## config.mk

```make
export PLATFORM = sky130hd
export DESIGN_NAME = eig_watchdog_monitor
export DESIGN_NICKNAME = d
export VERILOG_FILES = /design/src/rtl/eig_watchdog_monitor.sv
export SDC_FILE = /design/constraint.sdc
export NUM_CORES = 1
export LEC_CHECK = 0
export BUFFER_PORTS_ARGS = -buffer_cell sky130_fd_sc_hd__clkbuf_2
export CAP_MARGIN = 20
export CORE_ASPECT_RATIO = 1.5
export CORE_MARGIN = 3
export CORE_UTILIZATION = 50
export CTS_BUF_LIST = sky130_fd_sc_hd__clkbuf_16
export DETAILED_ROUTE_END_ITERATION = 8
export GPL_ROUTABILITY_DRIVEN = 0
export HOLD_SLACK_MARGIN = 0.02
export PLACE_DENSITY = 0.77
export SLEW_MARGIN = 20
export SYNTH_ARGS = -nofsm -noshare
export SYNTH_HDL_FRONTEND = slang
export SYNTH_SLANG_ARGS = --single-unit
```

## constraint.sdc

```tcl
create_clock -name clk -period 6.4 [get_ports clk]
set_input_delay 0.32 -clock clk [delete_from_list [all_inputs] [get_ports clk]]
set_output_delay 0.32 -clock clk [all_outputs]
set_load 0.05 [all_outputs]
```

## src/rtl/eig_watchdog_monitor.sv

```systemverilog
// Oscillation watchdog for the eigenvalue core.
// It applies a persistence filter to hits and misses, and drives warn and alarm.
// The alarm is latched. It releases only after a healthy streak plus an explicit clear.
// It also keeps the peak underdamped kappa, a saturating result count and a sticky fault flag.
module eig_watchdog_monitor #(
  parameter int PERSIST   = 4,
  parameter int CLEAR_CNT = 8,
  parameter int W         = 32
) (
  input  logic                clk,
  input  logic                rst,
  input  logic                ena,
  input  logic                res_valid,
  input  logic signed [W-1:0] kappa,
  input  logic signed [W-1:0] inv_kappa,
  input  logic [2:0]          regime,
  input  logic signed [W-1:0] kappa_thr,
  input  logic                clear_alarm,
  output logic                warn,
  output logic                alarm,
  output logic [1:0]          mon_state,
  output logic [7:0]          hit_cnt,
  output logic [7:0]          miss_cnt,
  output logic signed [W-1:0] kappa_max,
  output logic [15:0]         res_cnt,
  output logic                fault
);

  typedef enum logic [1:0] {
    ST_OK    = 2'd0,
    ST_PEND  = 2'd1,
    ST_ALARM = 2'd2
  } mon_state_t;

  localparam logic signed [W-1:0] KMIN      = {1'b1, {(W-1){1'b0}}};
  localparam logic [7:0]          PERSIST_C = 8'(PERSIST);
  localparam logic [7:0]          CLEAR_C   = 8'(CLEAR_CNT);

  mon_state_t          st, st_n;
  logic [7:0]          hit_n, miss_n;
  logic signed [W-1:0] kmax_n;
  logic [15:0]         res_n;
  logic                fault_n;

  logic acc, onehot, ud, hit, miss, clr_ok;

  // Classify the incoming result
  always_comb begin
    acc    = ena && res_valid;
    onehot = (regime == 3'b001) || (regime == 3'b010) || (regime == 3'b100);
    ud     = (regime == 3'b001);
    hit    = acc && ((ud && (kappa > kappa_thr)) || !onehot);
    miss   = acc && !hit;
  end

  // Next-state, counters and statistics; a same-cycle result is applied before the clear
  always_comb begin
    st_n    = st;
    hit_n   = hit_cnt;
    miss_n  = miss_cnt;
    kmax_n  = kappa_max;
    res_n   = res_cnt;
    fault_n = fault;
    clr_ok  = 1'b0;

    if (acc) begin
      if (res_cnt != 16'hFFFF) res_n = res_cnt + 16'd1;
      if (!onehot || ((kappa != '0) && (inv_kappa == '0))) fault_n = 1'b1;
      if (ud && (kappa > kappa_max)) kmax_n = kappa;
    end

    case (st)
      ST_OK: begin
        if (hit) begin
          hit_n  = 8'd1;
          miss_n = 8'd0;
          st_n   = (PERSIST_C == 8'd1) ? ST_ALARM : ST_PEND;
        end else if (miss) begin
          hit_n = 8'd0;
        end
      end
      ST_PEND: begin
        if (hit) begin
          hit_n = hit_cnt + 8'd1;
          if (hit_n == PERSIST_C) begin
            st_n   = ST_ALARM;
            miss_n = 8'd0;
          end
        end else if (miss) begin
          st_n  = ST_OK;
          hit_n = 8'd0;
        end
      end
      ST_ALARM: begin
        if (hit) begin
          miss_n = 8'd0;
          if (hit_cnt != 8'hFF) hit_n = hit_cnt + 8'd1;
        end else if (miss) begin
          if (miss_cnt != 8'hFF) miss_n = miss_cnt + 8'd1;
        end
      end
      default: st_n = ST_OK;
    endcase

    clr_ok = clear_alarm && ena && (st == ST_ALARM) && (miss_n >= CLEAR_C);
    if (clr_ok) begin
      st_n    = ST_OK;
      hit_n   = 8'd0;
      miss_n  = 8'd0;
      kmax_n  = KMIN;
      fault_n = 1'b0;
    end
  end

  // State and statistics registers; ena low freezes everything
  always_ff @(posedge clk or posedge rst) begin
    if (rst) begin
      st        <= ST_OK;
      hit_cnt   <= 8'd0;
      miss_cnt  <= 8'd0;
      kappa_max <= KMIN;
      res_cnt   <= 16'd0;
      fault     <= 1'b0;
    end else if (ena) begin
      st        <= st_n;
      hit_cnt   <= hit_n;
      miss_cnt  <= miss_n;
      kappa_max <= kmax_n;
      res_cnt   <= res_n;
      fault     <= fault_n;
    end
  end

  // Status outputs decode directly from the state register
  always_comb begin
    warn      = (st == ST_PEND);
    alarm     = (st == ST_ALARM);
    mon_state = st;
  end

endmodule
```

Yosys cells after proc, flatten, opt, wreduce, memory -nomap -nowiden
Cells that the tools add are included. Widths: inputs -> output; s select.

Register bits after elaboration: 67. Latch bits: 0. RAM bits: 0. Memory bits (read-only): 0. Input bits: 104. Output and inout port bits: 69. Logic and storage cells: 81. Memories: 0.

Add/subtract/negate cells: 3. Multiply operators: 0. Div/mod/pow operators: 0. $lt $le $gt $ge: 3. Equality and inequality tests: 15. Shift-type cells: 0. Multiplexer cells: 27. Bitwise logic cells: 0. Reduce and logical (&&, ||, !) cells: 27.

Operators with widths (number): $mux 8 (13); $mux 32 (3); $gt 32x32->1 (2); $pmux 8 s3 (2); $logic_not 32->1 (1); $reduce_bool 32->1 (1); $add 16x1->16 const B (1); $add 8x1->8 const B (2); $ne 16x16->1 const B (1); $ne 8x8->1 const B (2); $mux 2 (5); $logic_and 1x1->1 (9); $reduce_and 3->1 (3); $eq 8x3->1 const B (1); $ge 8x4->1 const B (1); $ne 3x1->1 const B (2); $pmux 2 s3 (1); $reduce_bool 2->1 (3); $reduce_and 5->1 (1); $logic_or 1x1->1 (4); $ne 4x1->1 const B (1); $ne 4x2->1 const B (1); $reduce_and 4->1 (1); $reduce_bool 4->1 (1); other kinds (10) (13).

Longest topological paths before layout
Depth in word-level cells: 15. Gate-level depth with buffers: 14. Mapped depth without buffers: 13.

Worst setup path before layout
No wires, ideal clock.

Path kind: input to register. Start: input port kappa_thr[31]. End: register hit_cnt[6]. Library setup time: 0.086 ns. Data arrival time: 3.162 ns. Required time: 6.314 ns. Slack: 3.152 ns. Cell stages on the path: 14. Buffers on the path: 1. Cell sequence: inv_1 ha_1 nand4_2 nor4_4 nand2_1 and3_1 a32o_1 or2_1 o41ai_2 a31oi_1 nor4_2 nor2_2 buf_6 a32oi_1.

Word-level cells in the longest chain between the ends: 13. Elaborated cells on any way between the ends: 22. Those cells by class: order compare: 2; eq/ne: 2; mux: 10; reduce/logical: 8.

RTL lines: start, declared (RTL line 17) `input logic signed [W-1:0] kappa_thr,`; $gt 32x32->1 (*) (RTL line 52) `hit = acc && ((ud && (kappa > kappa_thr)) || !onehot);`; $logic_and 1x1->1 (*) (RTL line 52); $logic_or 1x1->1 (*) (RTL line 52); $logic_and 1x1->1 (*) (RTL line 52); $logic_not 1->1 (RTL line 53) `miss = acc && !hit;`; $logic_and 1x1->1 (RTL line 53); $mux 8 (RTL line 98) `end else if (miss) begin`; $mux 8 (RTL line 95) `if (hit) begin`; $pmux 8 s3 (RTL line 72) `case (st)`; $ge 8x4->1 (RTL line 105) `clr_ok = clear_alarm && ena && (st == ST_ALARM) && (miss_n >= CLEAR_C);`; $logic_and 1x1->1 (RTL line 105); $ne 3x1->1 (no line) or $reduce_bool 4->1 (tied branches); $reduce_and 4->1 (no line); end signal, assigned (RTL line 126) `hit_cnt <= hit_n;`; end, declared (RTL line 22) `output logic [7:0] hit_cnt,`.

Mark *: on every way between the ends. The rest lies on a longest branch, timed or not. A chain may end at the register's enable or synchronous reset.

Worst setup path after layout
Start: input port kappa[15]. End: register kappa_max[28].

Word-level cells in the longest chain between the ends: 13. Elaborated cells on any way between the ends: 19. Those cells by class: order compare: 3; mux: 6; reduce/logical: 10.

RTL lines: start, declared (RTL line 14) `input logic signed [W-1:0] kappa,`; $gt 32x32->1 (RTL line 52); $logic_and 1x1->1 (RTL line 52); $logic_or 1x1->1 (RTL line 52); $logic_and 1x1->1 (RTL line 52); $logic_not 1->1 (RTL line 53); $logic_and 1x1->1 (RTL line 53); $mux 8 (RTL line 98); $mux 8 (RTL line 95); $pmux 8 s3 (RTL line 72); $ge 8x4->1 (RTL line 105); $logic_and 1x1->1 (RTL line 105); $reduce_bool 2->1 (no line); $reduce_and 3->1 (no line); end signal, assigned (RTL line 128) `kappa_max <= kmax_n;`; end, declared (RTL line 24) `output logic signed [W-1:0] kappa_max,`.

Parallel ways exist; a longest one is shown, timed or not.

==> results_dict.tcl <==
set metrics [dict create \
    ys_ff_latch 67 \
    period_share_pct 66.22 \
    die_w_um 95.15 \
    drc_errors 0 \
    grt_busiest_layer "met2" \
    cp_max_fo 25 \
    n_fill_cell 1058 \
    vias 6195 \
    drtAntennaViolNets 0 \
    min_period_ps 4238 \
    synth.distinct_cells 60 \
    cp.required_ps 6610 \
    core.rowCount 48 \
    run_status "finished, final reports clean" \
    rsz0062_at_grt "no" \
    synth_async_sr_flop_share_pct 100.0 \
    first_pass_iters 5 \
    ys.flop_type "dfrtp_1" \
    clockBufferDepth 2 \
    switchingPower_uw 865.5 \
    clkTransAtPathRegs_ps 60 \
    syn-cell-area_sq_um 5961 \
    gr-usage-met2_pct 45.18 \
    die_area_sq_um 13290 \
    cts_hold_buf 0 \
    setup_slack_ps 2162 \
    critPathTopFamily "simple AND/OR/NAND/NOR gates" \
    cp-start-kind "primary input" \
    syn_nets 876 \
    ys_top_cells_by_area "dfrtp_1, ha_1, a211oi_2" \
    grt_pass1_wl_mm 28.55 \
    cts_tree "done" \
    synth-edff-count 0 \
    routed_wl_mm 17.49 \
    grtUsageMet1_pct 33.94 \
    yosysTopAreaCellShare_pct 27.71 \
    insertion_delay_ps 340 \
    drt_iter0_drc 335 \
    crit_path_end_kind "flip-flop" \
    cpMaxStageDelayCell "nor2_1" \
    start_util_pct 51.42 \
    antenna_found_initial 0 \
    power.internal_mw 1.021 \
    die_h_um 139.7 \
    grt_start_max_net_pins 68 \
    ys_seq_area_share_pct 28.15 \
    hold_viol_final 0 \
    max_stage_delay_ps 650 \
    slew_headroom_pct 30.60 \
    grt_usage_pct 26.58 \
    io_pins 173 \
    max_freq_mhz 235.9 \
    cp.arrival_ps 4440 \
    vias_per_cell 6.091 \
    combPwrFrac_pct 44.4 \
    wl_per_cell_um 17.20 \
    tightest_slew_ps 1040 \
    postCtsSetupRepairBufs 0 \
    synth_area_leader_cell "dfrtp_1" \
    fin_tns_setup_ps 0 \
    yosysMostFrequentCell "inv_1" \
    nets 1038 \
    power_frac_clock_pct 26.1 \
    cts_resized 0 \
    grt_pass1_vias 5995 \
    area_delta_synth_final_pct 21.33 \
    cp_cell_sequence "clkbuf_2 -> ha_1 -> nand4_1 -> nor4_1 -> nand3_1 -> a32o_1 -> nor2_1 -> nand2_1 -> a31oi_1 -> nor4_2 -> nor2_4 -> buf_4 -> a211oi_1" \
    diodes 0 \
    pre_cts_slack_ps 1842 \
    synthTopCellsByCount "inv_1, ha_1, dfrtp_1, nand2_1, o22ai_1" \
    hp-class "in2async" \
    critPathBufInv 2 \
    power_frac_seq_pct 29.4 \
    powerDensity_nw_per_um2 260.9 \
    core_region_area_sq_um 11590 \
    post_synth.cell_area_avg_sq_um 8.515 \
    setup-violations-final 0 \
    io_buffers 172 \
    hpwl_mm 13.37 \
    skew_ps 8.704 \
    p_sw_share_pct 45.88 \
    slew_violations 0 \
    cts.sinks 67 \
    maxCapViolations 0 \
    p_leak_nw 3.393 \
    ys_warn_count 0 \
    numCtsBuffers 9 \
    cts-root-buf "clkbuf_16" \
    criticalPathCategory "in2reg" \
    grt_overflow 0 \
    use_met3_pct 3.840 \
    cts-htree-levels 3 \
    synthCells 700 \
    vdd_drop_max_v 0.0003180 \
    drive_above_1_share_pct 27.45 \
]
## final cells by class
type	instances	area [sq um]	share of cell area, %
multi-input combinational	527	3866	53.46
sequential	67	1678	23.20
timing repair buffer	180	920.9	12.73
inverter	77	289.0	3.997
clock buffer	9	225.2	3.114
tap	150	187.7	2.595
clock inverter	7	65.06	0.8997
## cell usage in the layout, fill, tap and decap left out, types with 4 or more instances in the layout
master | netlist | final
nor2_1 | 28 | 28
a211oi_2 | 27 | 27
or3_1 | 5 | 5
xnor2_1 | 11 | 11
dfrtp_1 | 66 | 66
o21a_1 | 6 | 6
a21oi_1 | 40 | 40
xor2_1 | 5 | 5
clkbuf_16 | 0 | 9
inv_6 | 0 | 4
a22oi_1 | 8 | 8
buf_4 | 0 | 8
and3_1 | 10 | 10
o32ai_1 | 11 | 11
ha_1 | 72 | 72
nor4_1 | 22 | 22
nand3_1 | 21 | 21
o22ai_1 | 54 | 54
a2bb2oi_1 | 12 | 12
a31oi_1 | 5 | 5
and2_1 | 5 | 5
a22o_1 | 4 | 4
mux2i_1 | 6 | 6
nor2b_1 | 6 | 6
nand4_1 | 20 | 20
inv_1 | 77 | 76
nand2_1 | 55 | 55
clkbuf_2 | 0 | 172
a211oi_1 | 6 | 6
o21ai_0 | 28 | 28
nor3_1 | 9 | 9
a21o_1 | 11 | 11
## cells by family (layout without fill, tap and decap cells)
family                     count (synthesis)  count (layout)  share of synthesized area [%]
muxes                                      7               7                          1.197
DFF                                       67              67                          28.15
xor gates and xnor gates                  16              16                          2.351
adders and majority gates                 72              72                          15.11
buffers and inverters                    106             273                          7.074
and+or+nand+nor                          196             196                          17.11
AOI/OAI and AO/OA                        236             236                          29.01
## power groups by stage
stage / clock network, mW / registers (mW) / logic, mW
final: 0.493 / 0.555 / 0.838
after global routing: 0.517 / 0.567 / 0.917
after CTS: 0.500 / 0.555 / 0.837
after detailed placement: 0 / 0.562 / 0.834
after global placement: 0 / 0.561 / 0.823
after floorplan: 0 / 0.736 / 0.437
## final timing paths
check / start / endpoint / slack [ps] / cells past startpoint
max: kappa[15] / kappa_max[28] / 2160 / 13
min in group clk: kappa[30] / kappa_max[30] / 350 / 3
min: rst / res_cnt[0] / 210 / 3
min reg2reg: res_cnt[12] / res_cnt[12] / 490 / 1
max in group asynchronous: rst / kappa_max[25] / 5600 / 3
max reg2reg: kappa_max[9] / kappa_max[10] / 2180 / 14
## sequential cells by signal, indices dropped and copies added, names as in the netlist
register / cells
res_cnt: 16
mon_state: 2
fault: 1
kappa_max: 32
hit_cnt: 8
miss_cnt: 8
## stage by stage
step | utilization [%] | std cells | total power [mW] | area, sq um | hold slack (ps)
after detailed placement | 59.89 | 1001 | 1.397 | 6942 | 485.1
final | 62.39 | 1017 | 1.887 | 7232 | 211.8
after CTS | 62.39 | 1017 | 1.891 | 7232 | 255.3
after floorplan | - | 700 | 1.173 | 5961 | 488.6
after global placement | 59.89 | 1001 | 1.384 | 6942 | 485.4
after global routing | 62.39 | 1017 | 2.001 | 7232 | 307.2
## metal layers
| layer | vias to the layer above | routed length, um |
|---|---|---|
| met4 | 0 | 360 |
| li1 | 2980 | - |
| met2 | 221 | 9061 |
| met1 | 2963 | 7023 |
| met3 | 31 | 1047 |
| met5 | - | 0 |
## tightest hold or removal path: stages
cell and delay, ps:
clkbuf_2 80, inv_2 30, buf_4 670
(Power assumes the default switching activity.)
